## src/rtl/i2c_pkg.sv

```systemverilog
// Shared I2C constants and receive-FSM encoding for the slave receive path.
package i2c_pkg;

  localparam int ADDR_W = 7;
  localparam int BYTE_W = 8;

  typedef enum logic [2:0] {
    ST_IDLE     = 3'd0,
    ST_ADDR     = 3'd1,
    ST_ADDR_ACK = 3'd2,
    ST_DATA     = 3'd3,
    ST_DATA_ACK = 3'd4,
    ST_IGNORE   = 3'd5
  } state_t;

  // An addressed write is in progress from the address ACK until stop or re-start.
  function automatic logic state_is_busy(input state_t s);
    return (s == ST_ADDR_ACK) || (s == ST_DATA) || (s == ST_DATA_ACK);
  endfunction

endpackage

```

## src/rtl/i2c_sync.sv

```systemverilog
// Multi-stage synchronizer for one asynchronous bus-side level.
module i2c_sync #(
  parameter int   STAGES  = 2,
  parameter logic RST_VAL = 1'b1
) (
  input  logic clk,
  input  logic rst,
  input  logic i_async,
  output logic o_sync
);

  logic [STAGES-1:0] r_sync;

  // Flops reset to the idle-bus level so release of rst creates no false edges.
  always_ff @(posedge clk) begin
    if (rst) begin
      r_sync <= {STAGES{RST_VAL}};
    end else begin
      r_sync <= {r_sync[STAGES-2:0], i_async};
    end
  end

  assign o_sync = r_sync[STAGES-1];

endmodule

```

## src/rtl/i2c_slave_rx.sv

```systemverilog
// I2C write-only slave receiver: matches a 7-bit address, ACKs and delivers data bytes.
// Handshake: rx_valid is a one-clk pulse with rx_data; the byte is ACKed only if rx_ready was 1.
module i2c_slave_rx
  import i2c_pkg::*;
#(
  parameter logic [ADDR_W-1:0] DEV_ADDR    = 7'h42,
  parameter int                SYNC_STAGES = 2
) (
  input  logic              clk,
  input  logic              rst,
  input  logic              scl_i,
  input  logic              sda_i,
  input  logic              start_i,
  input  logic              stop_i,
  output logic              sda_oe,
  output logic [BYTE_W-1:0] rx_data,
  output logic              rx_valid,
  input  logic              rx_ready,
  output logic              busy,
  output logic              overrun,
  output state_t            o_dbg_state
);

  logic w_scl;
  logic w_sda;
  logic w_start_lvl;
  logic w_stop_lvl;

  i2c_sync #(.STAGES(SYNC_STAGES), .RST_VAL(1'b1)) u_sync_scl (
    .clk(clk), .rst(rst), .i_async(scl_i), .o_sync(w_scl)
  );
  i2c_sync #(.STAGES(SYNC_STAGES), .RST_VAL(1'b1)) u_sync_sda (
    .clk(clk), .rst(rst), .i_async(sda_i), .o_sync(w_sda)
  );
  i2c_sync #(.STAGES(SYNC_STAGES), .RST_VAL(1'b1)) u_sync_start (
    .clk(clk), .rst(rst), .i_async(start_i), .o_sync(w_start_lvl)
  );
  i2c_sync #(.STAGES(SYNC_STAGES), .RST_VAL(1'b1)) u_sync_stop (
    .clk(clk), .rst(rst), .i_async(stop_i), .o_sync(w_stop_lvl)
  );

  logic r_scl_d;
  logic r_start_d;
  logic r_stop_d;

  always_ff @(posedge clk) begin
    if (rst) begin
      r_scl_d   <= 1'b1;
      r_start_d <= 1'b1;
      r_stop_d  <= 1'b1;
    end else begin
      r_scl_d   <= w_scl;
      r_start_d <= w_start_lvl;
      r_stop_d  <= w_stop_lvl;
    end
  end

  logic w_scl_rise;
  logic w_scl_fall;
  logic w_start;
  logic w_stop;

  assign w_scl_rise = w_scl & ~r_scl_d;
  assign w_scl_fall = ~w_scl & r_scl_d;
  assign w_start    = w_start_lvl & ~r_start_d;
  assign w_stop     = w_stop_lvl & ~r_stop_d;

  state_t            r_state;
  logic [2:0]        r_cnt;
  logic              r_full;
  logic [BYTE_W-1:0] r_shift;
  logic              r_sda_oe;
  logic [BYTE_W-1:0] r_rx_data;
  logic              r_rx_valid;
  logic              r_overrun;

  state_t            w_state_nxt;
  logic [2:0]        w_cnt_nxt;
  logic              w_full_nxt;
  logic [BYTE_W-1:0] w_shift_nxt;
  logic              w_sda_oe_nxt;
  logic              w_rx_load;
  logic              w_ovr_set;

  always_comb begin
    w_state_nxt  = r_state;
    w_cnt_nxt    = r_cnt;
    w_full_nxt   = r_full;
    w_shift_nxt  = r_shift;
    w_sda_oe_nxt = r_sda_oe;
    w_rx_load    = 1'b0;
    w_ovr_set    = 1'b0;

    // Stop beats a simultaneous start; both abort whatever byte is in flight.
    if (w_stop) begin
      w_state_nxt  = ST_IDLE;
      w_sda_oe_nxt = 1'b0;
    end else if (w_start) begin
      w_state_nxt  = ST_ADDR;
      w_sda_oe_nxt = 1'b0;
      w_cnt_nxt    = 3'd0;
      w_full_nxt   = 1'b0;
      w_shift_nxt  = '0;
    end else begin
      case (r_state)
        ST_IDLE: begin
          w_sda_oe_nxt = 1'b0;
        end
        ST_ADDR, ST_DATA: begin
          if (w_scl_rise && !r_full) begin
            w_shift_nxt = {r_shift[BYTE_W-2:0], w_sda};
            w_cnt_nxt   = r_cnt + 3'd1;
            w_full_nxt  = (r_cnt == 3'd7);
          end else if (w_scl_fall && r_full) begin
            if (r_state == ST_ADDR) begin
              if (r_shift[BYTE_W-1:1] == DEV_ADDR && !r_shift[0]) begin
                w_state_nxt  = ST_ADDR_ACK;
                w_sda_oe_nxt = 1'b1;
              end else begin
                w_state_nxt  = ST_IGNORE;
                w_sda_oe_nxt = 1'b0;
              end
            end else begin
              w_state_nxt = ST_DATA_ACK;
              if (rx_ready) begin
                w_rx_load    = 1'b1;
                w_sda_oe_nxt = 1'b1;
              end else begin
                w_ovr_set    = 1'b1;
                w_sda_oe_nxt = 1'b0;
              end
            end
          end
        end
        ST_ADDR_ACK, ST_DATA_ACK: begin
          if (w_scl_fall) begin
            w_state_nxt  = ST_DATA;
            w_sda_oe_nxt = 1'b0;
            w_cnt_nxt    = 3'd0;
            w_full_nxt   = 1'b0;
          end
        end
        ST_IGNORE: begin
          w_sda_oe_nxt = 1'b0;
        end
        default: begin
          w_state_nxt  = ST_IDLE;
          w_sda_oe_nxt = 1'b0;
        end
      endcase
    end
  end

  always_ff @(posedge clk) begin
    if (rst) begin
      r_state    <= ST_IDLE;
      r_cnt      <= 3'd0;
      r_full     <= 1'b0;
      r_shift    <= '0;
      r_sda_oe   <= 1'b0;
      r_rx_data  <= '0;
      r_rx_valid <= 1'b0;
      r_overrun  <= 1'b0;
    end else begin
      r_state    <= w_state_nxt;
      r_cnt      <= w_cnt_nxt;
      r_full     <= w_full_nxt;
      r_shift    <= w_shift_nxt;
      r_sda_oe   <= w_sda_oe_nxt;
      r_rx_valid <= w_rx_load;
      if (w_rx_load) begin
        r_rx_data <= r_shift;
      end
      if (w_ovr_set) begin
        r_overrun <= 1'b1;
      end
    end
  end

  assign sda_oe      = r_sda_oe;
  assign rx_data     = r_rx_data;
  assign rx_valid    = r_rx_valid;
  assign overrun     = r_overrun;
  assign busy        = state_is_busy(r_state);
  assign o_dbg_state = r_state;

endmodule

```

## config.mk

```make
export PLATFORM = sky130hd
export DESIGN_NAME = i2c_slave_rx
export DESIGN_NICKNAME = d
export VERILOG_FILES = /design/src/rtl/i2c_pkg.sv /design/src/rtl/i2c_sync.sv /design/src/rtl/i2c_slave_rx.sv
export SDC_FILE = /design/constraint.sdc
export NUM_CORES = 1
export LEC_CHECK = 0
export CORE_UTILIZATION = 35
export CTS_CLUSTER_SIZE = 8
export DETAILED_ROUTE_END_ITERATION = 8
export PLACE_DENSITY = 0.56
export SLEW_MARGIN = 20
export SYNTH_ARGS = -nofsm -noshare
export SYNTH_HDL_FRONTEND = slang
export SYNTH_SLANG_ARGS = --single-unit
export TNS_END_PERCENT = 50
```

## constraint.sdc

```tcl
create_clock -name clk -period 2.8 [get_ports clk]
set_input_delay 0.28 -clock clk [delete_from_list [all_inputs] [get_ports clk]]
set_output_delay 0.28 -clock clk [all_outputs]
set_load 0.02 [all_outputs]
```

==> results.yml <==
power_and_ir_drop:
  p_leak_nw: 0.731
  p_per_area_nw_per_um2: 542
  ir_drop_uv: 252
outcome:
  outcome: "finished clean"
clock_network:
  clock_latency_ns: 0.29
  cts_hold_buf: 0
  cts_root_buffer: "clkbuf_8"
  h-tree-depth: 2
  cts.path.max_buffers: 2
  cts_tree: "built"
  post_cts_resized: 0
  cts_setup_buffers: 0
  clk_pin_slew_worst_paths_ns: 0.07
  cts_buffers: 5
  cts_num_sinks: 37
logic_synthesis:
  syn_nets: 166
  async_reset_ff_frac: 0
  synth_top_family_by_area: "simple AND/OR/NAND/NOR gates"
  muxShareOfSynthArea: 0.0831
  syn_inst: 157
  ys.warnings.count: 0
  synth_compound_gate_area_share: 0.110
  synth_fa_ha_area_frac: 0.0224
  ys_types: 37
  synthFlopType: "dfxtp_1"
  postSynthAreaPerCell_um2: 9.97
  synth-simple-area-share: 0.273
  synth-seq-cells: 37
  netlist_area_um2: 1570
  synth_xor_area_frac: 0.00560
  synth-edff-count: 0
  yosysSeqAreaShare: 0.473
critical_path:
  r2r_start: "o_dbg_state[0]"
  startpoint_type: "flip-flop"
  slowest_delay_ns: 0.63
  critical_path_class: "flip-flop to primary output"
  worstPathCellList: "nand2b_1 > o21ai_0 > clkdlybuf4s50_1"
  cp-startpoint: "o_dbg_state[2]"
  cp_max_fo: 12
  required_ns: 2.52
  crit_path_end_kind: "primary output"
  critPathSlowestCell: "clkdlybuf4s50_1"
  worst_ep_arrival_time_ns: 1.82
place:
  port_buffers: 21
  gp_congestion: 0.837
  dp_hpwl_um: 2070
global_route:
  overflow: 0
  grt_pass1_vias: 1091
  grt_usage: 0.154
  antenna_found_initial: 0
  grt_max_degree: 25
  grt_pass1_wl_um: 5150
routing:
  routedWlPerCell_um: 12.8
  vias: 1141
  drcViolationCount: 0
  firstDrtPassIters: 4
  vias_per_cell: 4.96
  final_antenna_net_count: 0
  drt_iter0_markers: 76
  detail_route.wirelength_um: 2940
cells_and_area:
  drive_gt1_frac: 0.139
  num-nets-final: 188
  syn2layout_area_growth_pct: 22.7
  fillers: 416
  num_antenna_cells: 0
job:
  maxCapViolCount: 0
floorplan:
  rows: 23
  io_pins: 22
  start_util: 0.378
  core-area_um2: 4140
  dieWidth_um: 68.9
  die_h_um: 68.9
  dieArea_um2: 4740
sta:
  holdWs_ns: 0.410
  period_minus_slack_ns: 2.10
  rsz0062_at_grt: "false"
  finalCritPeriodShare: 0.752
  max-slew-margin-rel: 0.653
  drv_slew: 0
  fmaxAchievable_ghz: 0.475
  skew_ns: 0.00658
  final-setup-viol-count: 0
  fin_tns_setup_ns: 0
  tightest_slew_ns: 0.518
  finalHoldViolations: 0
worst_hold_path:
  worstHoldPathType: "flip-flop to flip-flop"
  hold_start: "u_sync_scl.r_sync[0]"
[critical path: cells and delay by family, from the launching register on]
| kind | cells | cell delay (ns) |
|---|---|---|
| DFF | 1 | 0.54 |
| and+or+nand+nor | 1 | 0.18 |
| buffers and inverters | 1 | 0.63 |
| AOI/OAI and AO/OA | 1 | 0.19 |
[power by group]
group	total [mW]	internal, mW	switching (mW)
clock network	0.458	0.267	0.191
registers	0.538	0.533	0.00450
logic	0.0445	0.0245	0.0199
[final timing paths]
path | slack (ns) | end | cells after the start
min | 0.41 | u_sync_scl.r_sync[1] | 1
max | 0.70 | busy | 3
min reg2reg | 0.41 | u_sync_scl.r_sync[1] | 1
max reg2reg | 1.05 | rx_data[1] | 4
[layer usage]
layer / part of all wire / GRT usage / vias to the layer above
met4: 0.017 / 0.0842 / 0
met2: 0.44 / 0.234 / 33
met5: 0 / 0 / -
met1: 0.50 / 0.191 / 512
met3: 0.050 / 0.0493 / 6
li1: - / - / 590
[cell usage after synthesis (all sizes together) (3+ instances only)]
cell type	number	area share
buf	3	0.014
clkbuf	4	0.0096
dfxtp	37	0.47
inv	4	0.0096
mux2i	13	0.083
nand2	9	0.022
nand2b	24	0.10
nor2	6	0.014
nor2b	4	0.026
nor3	5	0.023
o22ai	8	0.032
or2	11	0.044
[cells in the final DEF, fill, tap and decap left out, types with 4 or more instances in the layout]
cell type and n:
clkbuf_8 5, or2_2 11, nand2_1 9, nand2b_1 23, o22ai_1 8, nor2_1 6
nor3_1 4, inv_1 4, dfxtp_1 37, clkdlybuf4s50_1 21, mux2i_1 13
[state kept, by name (all words and copies together) (netlist names)]
register and flops:
r_cnt 3, rx_valid 1, overrun 1, sda_oe 1
u_sync_stop.r_sync 2, u_sync_start.r_sync 2, r_full 1, rx_data 8
r_scl_d 1, r_start_d 1, o_dbg_state 3, r_shift 8
r_stop_d 1, u_sync_sda.r_sync 2, u_sync_scl.r_sync 2
[layout make-up]
cell class                      count  area [um2]  area share
Tap cell                           50        62.6      0.0326
Inverter                            4        15.0     0.00782
Sequential cell                    37         741       0.386
Multi-Input combinational cell    109         773       0.403
Clock buffer                        6        72.6      0.0378
Timing Repair Buffer               22         218       0.113
Clock inverter                      2        38.8      0.0202
[logic make-up (layout without fill, tap and decap cells)]
logic type,count (synthesis),in the layout
AND/OR/NAND/NOR,68,68
flip-flops,37,37
multiplexers,13,13
adder cells (fa/ha/maj),3,3
buffers and inverters,11,34
AO/OA/AOI/OAI,24,24
XOR/XNOR,1,1
[stage by stage]
| step | instances | total power [mW] | setup slack [ns] | utilization | cell area, um2 |
|---|---|---|---|---|---|
| 2_1_floorplan | 157 | 0.580 | 1.13 | - | 1570 |
| 3_3_place_gp | 222 | 0.595 | 1.03 | 0.437 | 1810 |
| 3_5_place_dp | 222 | 0.595 | 1.02 | 0.437 | 1810 |
| 4_1_cts | 230 | 1.06 | 0.681 | 0.463 | 1920 |
| 5_1_grt | 230 | 1.09 | 0.512 | 0.463 | 1920 |
| 6_report | 230 | 1.04 | 0.695 | 0.463 | 1920 |
Power figures use the tool's default switching activity.
